File: src/rtl/fetch_mem_arbiter.sv
// fetch_mem_arbiter: shares one memory port between the IF fetch path and the MEM data path.
// Each granted access runs IDLE -> BUSY (mem_req held until mem_ack or timeout) -> DONE.
//
// Ports:
//   clk, rst                      clock, asynchronous active-high reset
//   if_en_i, if_addr_i            fetch request (held until if_valid_o)
//   if_rdata_o, if_valid_o        fetched word and its one-cycle completion pulse
//   data_en_i, data_we_i,         data request, byte write enables (0 = read),
//   data_addr_i, data_wdata_i     address and store data (held until data_valid_o)
//   data_rdata_o, data_valid_o    load data and its one-cycle completion pulse
//   stall_if_o, stall_mem_o       per-stage stall while a request is outstanding
//   bus_error_o                   pulses with the valid of a timed-out access
//   mem_req_o, mem_we_o,          memory request and latched byte enables,
//   mem_addr_o, mem_wdata_o       address and store data
//   mem_rdata_i, mem_ack_i        memory read data and completion
module fetch_mem_arbiter #(
    parameter int ADDR_WIDTH     = 32,
    parameter int DATA_WIDTH     = 32,
    parameter int DATA_PRIORITY  = 1,
    parameter int TIMEOUT_CYCLES = 255
) (
    input  logic                      clk,
    input  logic                      rst,
    input  logic                      if_en_i,
    input  logic [ADDR_WIDTH-1:0]     if_addr_i,
    output logic [DATA_WIDTH-1:0]     if_rdata_o,
    output logic                      if_valid_o,
    input  logic                      data_en_i,
    input  logic [DATA_WIDTH/8-1:0]   data_we_i,
    input  logic [ADDR_WIDTH-1:0]     data_addr_i,
    input  logic [DATA_WIDTH-1:0]     data_wdata_i,
    output logic [DATA_WIDTH-1:0]     data_rdata_o,
    output logic                      data_valid_o,
    output logic                      stall_if_o,
    output logic                      stall_mem_o,
    output logic                      bus_error_o,
    output logic                      mem_req_o,
    output logic [DATA_WIDTH/8-1:0]   mem_we_o,
    output logic [ADDR_WIDTH-1:0]     mem_addr_o,
    output logic [DATA_WIDTH-1:0]     mem_wdata_o,
    input  logic [DATA_WIDTH-1:0]     mem_rdata_i,
    input  logic                      mem_ack_i
);

    localparam int SEL   = DATA_WIDTH / 8;
    localparam int CNT_W = (TIMEOUT_CYCLES > 0) ? $clog2(TIMEOUT_CYCLES + 1) : 1;

    localparam logic OWN_IF   = 1'b0;
    localparam logic OWN_DATA = 1'b1;

    typedef enum logic [1:0] {
        S_IDLE,
        S_BUSY,
        S_DONE
    } state_t;

    state_t                  state_q, state_d;
    logic                    owner_q, owner_d;
    logic                    last_grant_q, last_grant_d;
    logic [ADDR_WIDTH-1:0]   addr_q, addr_d;
    logic [SEL-1:0]          we_q, we_d;
    logic [DATA_WIDTH-1:0]   wdata_q, wdata_d;
    logic [CNT_W-1:0]        cnt_q, cnt_d;
    logic                    if_valid_q, if_valid_d;
    logic                    data_valid_q, data_valid_d;
    logic                    bus_error_q, bus_error_d;
    logic [DATA_WIDTH-1:0]   if_rdata_q, if_rdata_d;
    logic [DATA_WIDTH-1:0]   data_rdata_q, data_rdata_d;

    logic                    req_any;
    logic                    grant_data;
    logic                    ack_hit;
    logic                    timeout_hit;
    logic [CNT_W-1:0]        cnt_inc;
    logic [DATA_WIDTH-1:0]   rdata_cap;

    assign req_any = if_en_i | data_en_i;

    // On a tie, round-robin hands the port to whoever did not have it last.
    always_comb begin
        if (if_en_i && data_en_i) begin
            grant_data = (DATA_PRIORITY != 0) ? 1'b1 : (last_grant_q == OWN_IF);
        end else begin
            grant_data = data_en_i;
        end
    end

    assign cnt_inc = cnt_q + CNT_W'(1);
    assign ack_hit = (state_q == S_BUSY) && mem_ack_i;

    // An ack arriving in the final allowed cycle still wins over the timeout.
    assign timeout_hit = (TIMEOUT_CYCLES != 0) && (state_q == S_BUSY) &&
                         !mem_ack_i && (cnt_inc == CNT_W'(TIMEOUT_CYCLES));

    // Stores and timed-out accesses hand back zero rather than bus garbage.
    assign rdata_cap = (timeout_hit || (we_q != '0)) ? '0 : mem_rdata_i;

    // State register.
    always_ff @(posedge clk or posedge rst) begin
        if (rst) begin
            state_q <= S_IDLE;
        end else begin
            state_q <= state_d;
        end
    end

    // Next-state logic. DONE never grants, so a stage still holding its
    // request in the completion cycle is not served twice.
    always_comb begin
        state_d = state_q;
        case (state_q)
            S_IDLE:  if (req_any) state_d = S_BUSY;
            S_BUSY:  if (ack_hit || timeout_hit) state_d = S_DONE;
            S_DONE:  state_d = S_IDLE;
            default: state_d = S_IDLE;
        endcase
    end

    // Output logic. mem_req decodes straight from the state register, so it
    // is glitch-free and drops as soon as reset is asserted.
    always_comb begin
        mem_req_o = (state_q == S_BUSY);
    end

    assign mem_we_o     = we_q;
    assign mem_addr_o   = addr_q;
    assign mem_wdata_o  = wdata_q;
    assign if_rdata_o   = if_rdata_q;
    assign if_valid_o   = if_valid_q;
    assign data_rdata_o = data_rdata_q;
    assign data_valid_o = data_valid_q;
    assign bus_error_o  = bus_error_q;
    assign stall_if_o   = if_en_i & ~if_valid_q;
    assign stall_mem_o  = data_en_i & ~data_valid_q;

    // Request latches, timeout counter and completion registers.
    always_comb begin
        owner_d      = owner_q;
        last_grant_d = last_grant_q;
        addr_d       = addr_q;
        we_d         = we_q;
        wdata_d      = wdata_q;
        cnt_d        = cnt_q;
        if_valid_d   = 1'b0;
        data_valid_d = 1'b0;
        bus_error_d  = 1'b0;
        if_rdata_d   = if_rdata_q;
        data_rdata_d = data_rdata_q;

        if ((state_q == S_IDLE) && req_any) begin
            owner_d      = grant_data;
            last_grant_d = grant_data;
            cnt_d        = '0;
            if (grant_data) begin
                addr_d  = data_addr_i;
                we_d    = data_we_i;
                wdata_d = data_wdata_i;
            end else begin
                addr_d  = if_addr_i;
                we_d    = '0;
                wdata_d = '0;
            end
        end

        if (state_q == S_BUSY) begin
            cnt_d = cnt_inc;
        end

        if (ack_hit || timeout_hit) begin
            bus_error_d = timeout_hit;
            if (owner_q == OWN_DATA) begin
                data_valid_d = 1'b1;
                data_rdata_d = rdata_cap;
            end else begin
                if_valid_d = 1'b1;
                if_rdata_d = rdata_cap;
            end
        end
    end

    always_ff @(posedge clk or posedge rst) begin
        if (rst) begin
            owner_q      <= OWN_IF;
            last_grant_q <= OWN_IF;
            addr_q       <= '0;
            we_q         <= '0;
            wdata_q      <= '0;
            cnt_q        <= '0;
            if_valid_q   <= 1'b0;
            data_valid_q <= 1'b0;
            bus_error_q  <= 1'b0;
            if_rdata_q   <= '0;
            data_rdata_q <= '0;
        end else begin
            owner_q      <= owner_d;
            last_grant_q <= last_grant_d;
            addr_q       <= addr_d;
            we_q         <= we_d;
            wdata_q      <= wdata_d;
            cnt_q        <= cnt_d;
            if_valid_q   <= if_valid_d;
            data_valid_q <= data_valid_d;
            bus_error_q  <= bus_error_d;
            if_rdata_q   <= if_rdata_d;
            data_rdata_q <= data_rdata_d;
        end
    end

endmodule

File: config.mk
export PLATFORM = sky130hd
export DESIGN_NAME = fetch_mem_arbiter
export DESIGN_NICKNAME = d
export VERILOG_FILES = /design/src/rtl/fetch_mem_arbiter.sv
export SDC_FILE = /design/constraint.sdc
export NUM_CORES = 1
export LEC_CHECK = 0
export ABC_AREA = 1
export CAP_MARGIN = 15
export CORE_MARGIN = 2
export CORE_UTILIZATION = 28
export DETAILED_ROUTE_END_ITERATION = 12
export GPL_TIMING_DRIVEN = 1
export PLACE_DENSITY = 0.59
export SLEW_MARGIN = 25
export SYNTH_ARGS = -nofsm -noshare
export SYNTH_HDL_FRONTEND = slang
export SYNTH_SLANG_ARGS = --single-unit
File: constraint.sdc
create_clock -name clk -period 6.2 [get_ports clk]
set_input_delay 0.62 -clock clk [delete_from_list [all_inputs] [get_ports clk]]
set_output_delay 0.62 -clock clk [all_outputs]
set_load 0.01 [all_outputs]
==> results.py, run 1 <==
metrics = {
    "floorplanning": {
        "die_x_um": 156.4,
        "coreArea_um2": 22710,
        "rows": 55,
        "start_util": 0.2863,
        "ios": 275,
        "fp.dieH_um": 156.4,
        "fp.dieArea_um2": 24460,
    },
    "outcome": {
        "status": "finished, final reports clean",
    },
    "grt": {
        "gr-total-overflow": 0,
        "antenna_found_initial": 0,
        "grt.total_usage": 0.1634,
        "top_usage_layer": "met2",
        "grt_pass1_vias": 5669,
        "grt_util_met1": 0.1963,
        "grt_max_degree": 91,
        "grt_pass1_wl_um": 30990,
        "gr-usage-met2": 0.2721,
        "use_met3": 0.07034,
    },
    "hold_path": {
        "hold_path_end": "mem_wdata_o[0]",
        "hold_path.class": "reg2reg",
        "holdPathStages": 2,
        "min_from": "mem_wdata_o[0]",
    },
    "cts": {
        "root_buffer": "clkbuf_16",
        "clock_sinks": 146,
        "cts_resized": 0,
        "ctsHtreeMaxLevel": 4,
        "ctsHoldBuffers": 0,
        "clk_pin_slew_ns": 0.06,
        "post_cts_buffers": 0,
        "tritoncts": "yes",
        "clk_latency_ns": 0.42,
        "cts_buffer_depth": 2,
        "cts_made_buffers": 17,
    },
    "synth": {
        "async_reset_ff_frac": 1.000,
        "synth_most_common_cell": "nand2_1",
        "syn_nets": 904,
        "yosysUniqueCellTypes": 27,
        "yosys-top-cells-count": "nand2_1, dfrtp_1, nor2_1",
        "synth_ff_type": "dfrtp_1",
        "netlist.area_leader.share": 0.5619,
        "yosysSeqAreaShare": 0.5619,
        "synthCells": 765,
        "ys_warn_count": 0,
        "synth_area_leaders": "dfrtp_1, nand2_1, nor2_1",
        "synth.cell_area_um2": 6502,
        "synth-edff-count": 0,
        "syn_avg_cell_area_um2": 8.500,
        "synth_seq_cells": 146,
        "yosys.area.top_type": "dfrtp_1",
    },
    "layout": {
        "stdcell_count": 1321,
        "fin_nets": 1162,
        "ff_latch_area_um2": 3654,
        "multi_input_area_um2": 2390,
        "fill_cells": 2312,
        "area_delta_synth_final_pct": 53.07,
        "diodes": 0,
        "drive_above_1_share": 0.07046,
    },
    "setup_path": {
        "regToRegEndpoint": "data_rdata_o[28]",
        "path_cells": "clkdlybuf4s50_1 -> inv_1 -> nor2_1 -> clkdlybuf4s50_1",
        "cp-start-kind": "input pin",
        "r2r_slack_ns": 3.90,
        "reg2regPathDepth": 11,
        "crit_buf_inv": 3,
        "cp_slowest_cell": "clkdlybuf4s50_1",
        "worst_setup_path_end_kind": "output port",
        "cpMostUsedCell": "clkdlybuf4s50_1",
        "required_ns": 5.58,
        "r2r-start": "cnt_q[1]",
        "worstSetupPathType": "in2out",
        "worst_ep_arrival_time_ns": 1.92,
        "crit_family": "buffers and inverters",
        "cpPeakStageDelay_ns": 0.54,
        "critPathMaxFanout": 2,
    },
    "timing": {
        "period_share": 0.4095,
        "setup_tns_ns": 0,
        "fin_worst_skew_ns": 0.01455,
        "timing.final.ws_setup_ns": 3.661,
        "relSlewSlack": 0.4454,
        "clock.fmax_mhz": 393.9,
        "period_minus_slack_ns": 2.539,
        "hold_viol": 0,
        "setup_viol": 0,
        "rsz0062_at_grt": "no",
        "slew_viol_final": 0,
        "tightest_slew_ns": 0.8320,
    },
    "placed_design": {
        "portBuffers": 274,
        "pre_cts_ws_ns": 3.313,
        "dp_hpwl_um": 13360,
        "dp_cells": 1288,
        "routabilityCongestion": 0.7622,
    },
    "drt": {
        "ant_nets": 0,
        "first_pass_iters": 4,
        "route.vias.total": 5729,
        "routedWlPerCell_um": 14.79,
        "wirelength_um": 19540,
        "first_iter_violations": 214,
        "drcViolationCount": 0,
        "via_per_inst": 4.337,
    },
    "power": {
        "leakage_nw": 4.820,
        "cellPowerDensity_nw_per_um2": 452.9,
        "ir_drop_mv": 0.1767,
    },
    "job": {
        "cap_violations": 0,
    },
}
-- metrics by stage --
step	cell area [um2]	total power [mW]	hold slack (ns)	util
after global routing	9953	4.826	0.4979	0.4383
after CTS	9925	4.562	0.4761	0.4370
final	9953	4.508	0.4727	0.4383
after global placement	9368	3.541	0.4524	0.4125
after floorplan	6502	2.520	0.5086	-
after detailed placement	9368	3.553	0.4601	0.4125
-- report_power, final --
part	switching, mW	leakage (nW)	total, mW	internal, mW
Sequential	0.236	1.86	1.57	1.33
Clock	0.444	0.272	0.978	0.535
Combinational	0.992	2.68	1.96	0.966
Total	1.67	4.82	4.51	2.84
-- cell usage in the layout, fill, tap and decap left out, types with 2 or more instances in the layout --
cell,instances
nand2_1,348
clkdlybuf4s50_1,273
dfrtp_1,146
nor2_1,58
inv_1,48
nand3_1,42
a31oi_1,32
clkbuf_16,17
nor2_2,11
o21ai_0,8
inv_6,6
nor2_8,5
buf_4,5
nor2_4,4
nand2_2,4
nand2_4,3
clkinv_2,3
clkinv_4,3
nand4_1,2
o21ai_4,2
o22ai_1,2
ha_1,2
clkinvlp_4,2
inv_8,2
-- worst max path at each step --
stage | cells after the start | start | end
after floorplan | 1 | rst | bus_error_o
after global placement | 9 | mem_ack_i | if_rdata_o[31]
after detailed placement | 9 | mem_ack_i | if_rdata_o[16]
after CTS | 10 | cnt_q[1] | if_rdata_o[16]
after global routing | 4 | if_en_i | stall_if_o
final | 4 | if_en_i | stall_if_o
-- worst min-delay path, delay by kind of cell, from the launching register on --
kind | cells | cell delay, ns
flops | 1 | 0.34
simple gates | 2 | 0.11
-- flip-flops by register name, indices dropped and copies added, names as in the netlist, 2 cells and up --
register and cells:
data_rdata_o 32, if_rdata_o 32, mem_addr_o 32, mem_wdata_o 32
cnt_q 8, mem_we_o 4, state_q 2
-- layer usage --
layer / up-vias / wire length [um]
li1: 2893 / -
met1: 2625 / 8185
met2: 200 / 9357
met3: 11 / 1824
met4: 0 / 170
met5: - / 0
-- kinds of logic (layout without fill, tap and decap cells) --
logic type / count (synthesis) / after routing / share of synthesized area
AOI/OAI and AO/OA: 46 / 46 / 0.04618
adders and majority gates: 2 / 2 / 0.003848
buffers and inverters: 91 / 362 / 0.07351
DFF: 146 / 146 / 0.5619
and+or+nand+nor: 480 / 480 / 0.3146
-- cell type report --
cell class                 instances  share of cell area
timing repair buffer             280              0.2816
tap                              285             0.03583
clock buffer                      18             0.04412
multi-input combinational        528              0.2401
sequential                       146              0.3671
inverter                          50             0.01948
clock inverter                    14             0.01182
(Power assumes the default switching activity.)
==> inputs of run 2 (changes only) <==
Settings changed: PLACE_DENSITY 0.59 to 0.61.
Clock period 6.2 ns to 2.2 ns, I/O delays scaled along.
==> results.py, run 2 (same netlist as run 1, synthesis figures left out) <==
metrics = {
    "outcome": {
        "status": "finished, final reports clean",
    },
    "hold_path": {
        "hold_path.class": "in2reg",
        "holdPathStages": 3,
        "min_from": "data_en_i",
        "hold_path_end": "owner_q",
    },
    "setup_path": {
        "r2r-start": "cnt_q[1]",
        "r2r_slack_ns": 0.21,
        "cp.depth": 11,
        "worst_ep_arrival_time_ns": 2.30,
        "required_ns": 2.51,
        "crit_family": "simple AND/OR/NAND/NOR gates",
        "cpMostUsedCell": "nand2_1",
        "cp_slowest_cell": "dfrtp_1",
        "reg2regPathDepth": 11,
        "crit_buf_inv": 1,
        "critPathMaxFanout": 16,
        "path_cells": "ha_1 -> nand3_1 -> nand2_1 -> nand2_2 -> nor2_4 -> nand3_4 -> o21bai_4 -> buf_4 -> nand2_4 -> nand2_1 -> nand2_1",
        "worstSetupPathType": "reg2reg",
        "regToRegEndpoint": "data_rdata_o[27]",
        "worst_setup_path_end_kind": "register",
        "cpPeakStageDelay_ns": 0.42,
        "cp-start-kind": "register",
    },
    "drt": {
        "drcViolationCount": 0,
        "first_pass_iters": 6,
        "first_iter_violations": 169,
        "ant_nets": 0,
        "wirelength_um": 20390,
        "route.vias.total": 5860,
        "routedWlPerCell_um": 15.28,
        "via_per_inst": 4.393,
    },
    "cts": {
        "clk_latency_ns": 0.42,
        "cts_made_buffers": 17,
        "root_buffer": "clkbuf_16",
        "cts_buffer_depth": 2,
        "tritoncts": "yes",
        "clk_pin_slew_ns": 0.06,
        "ctsHtreeMaxLevel": 4,
        "clock_sinks": 146,
    },
    "placed_design": {
        "dp_cells": 1297,
        "pre_cts_ws_ns": 0.1647,
        "dp_hpwl_um": 14320,
        "post_dp_cell_area_um2": 9509,
        "portBuffers": 274,
        "routabilityCongestion": 0.8113,
    },
    "floorplanning": {
        "coreArea_um2": 22710,
        "start_util": 0.2863,
        "die_x_um": 156.4,
        "rows": 55,
        "fp.dieArea_um2": 24460,
        "ios": 275,
        "fp.dieH_um": 156.4,
    },
    "timing": {
        "clock.fmax_mhz": 502.3,
        "tightest_slew_ns": 0.5194,
        "fin_worst_skew_ns": 0.01089,
        "setup_tns_ns": 0,
        "setup_viol": 0,
        "timing.final.ws_setup_ns": 0.2092,
        "period_minus_slack_ns": 1.991,
        "relSlewSlack": 0.6537,
        "slew_viol_final": 0,
        "holdWs_ns": 0.1889,
        "period_share": 0.9049,
        "hold_viol": 0,
    },
    "job": {
        "cap_violations": 0,
    },
    "grt": {
        "grt_max_degree": 75,
        "grt_pass1_wl_um": 31680,
        "grt.total_usage": 0.1676,
        "antenna_found_initial": 0,
        "gr-total-overflow": 0,
        "grt_pass1_vias": 5871,
    },
    "layout": {
        "area_delta_synth_final_pct": 56.30,
        "mostFrequentLayoutCells": "nand2_1, clkdlybuf4s50_1, dfrtp_1",
        "diodes": 0,
        "final_core_util": 0.4475,
        "fin_nets": 1175,
        "stdcell_area_um2": 10160,
        "drive_above_1_share": 0.08294,
        "stdcell_count": 1334,
        "final_common_cell": "nand2_1",
    },
    "power": {
        "cellPowerDensity_nw_per_um2": 1283,
        "ir_drop_mv": 0.6049,
        "leakage_nw": 4.897,
        "total_power_mw": 13.04,
    },
}
==> run 2: changes by cell type in the layout (fill, tap and decap cells not counted), sizes merged <==
| cell | previous run | this run |
|---|---|---|
| buf | 7 | 19 |
| clkinvlp | 2 | 4 |
| clkinv | 6 | 5 |
| inv | 56 | 55 |
| nand2 | 355 | 356 |
==> run 2: final cells by class <==
type / count / area, um2
clock inverters: 14 / 142.6
well taps: 285 / 356.6
clock buffers: 18 / 439.2
fillers: 2284 / 12550
flip-flops and latches: 146 / 3655
multi-input cells: 529 / 2419
inverters: 50 / 191.4
repair buffers: 292 / 2960
==> run 2: tightest hold or removal path: stages <==
cell and delay [ns]:
buf_2 0.17, nand2_1 0.08, o21ai_0 0.08
==> run 2: worst max path at each step <==
stage | endpoint | slack (ns) | from
4_1_cts | data_rdata_o[16] | 0.14 | cnt_q[0]
3_3_place_gp | if_rdata_o[28] | 0.23 | cnt_q[0]
3_5_place_dp | if_rdata_o[17] | 0.16 | cnt_q[0]
2_1_floorplan | bus_error_o | 0.15 | rst
6_report | data_rdata_o[27] | 0.21 | cnt_q[1]
5_1_grt | data_rdata_o[22] | -0.004 | cnt_q[1]
==> run 2: timing repair <==
item | CTS | global route
setup buffers | 0 | 4
endpoints found under the setup margin | 0 | 60
gates resized for setup | 0 | 3
hold buffers | 0 | 0
==> run 2: power breakdown <==
part	leakage, nW	switching [mW]	total (mW)	internal (mW)
clock network	0.276	1.31	2.84	1.53
logic	2.76	2.86	5.72	2.86
registers	1.86	0.720	4.48	3.76
==> run 2: metal layers <==
metal	share of wire	track usage
met1	0.42	0.2061
met2	0.47	0.2685
met3	0.089	0.06563
met4	0.020	0.05767
met5	0	0
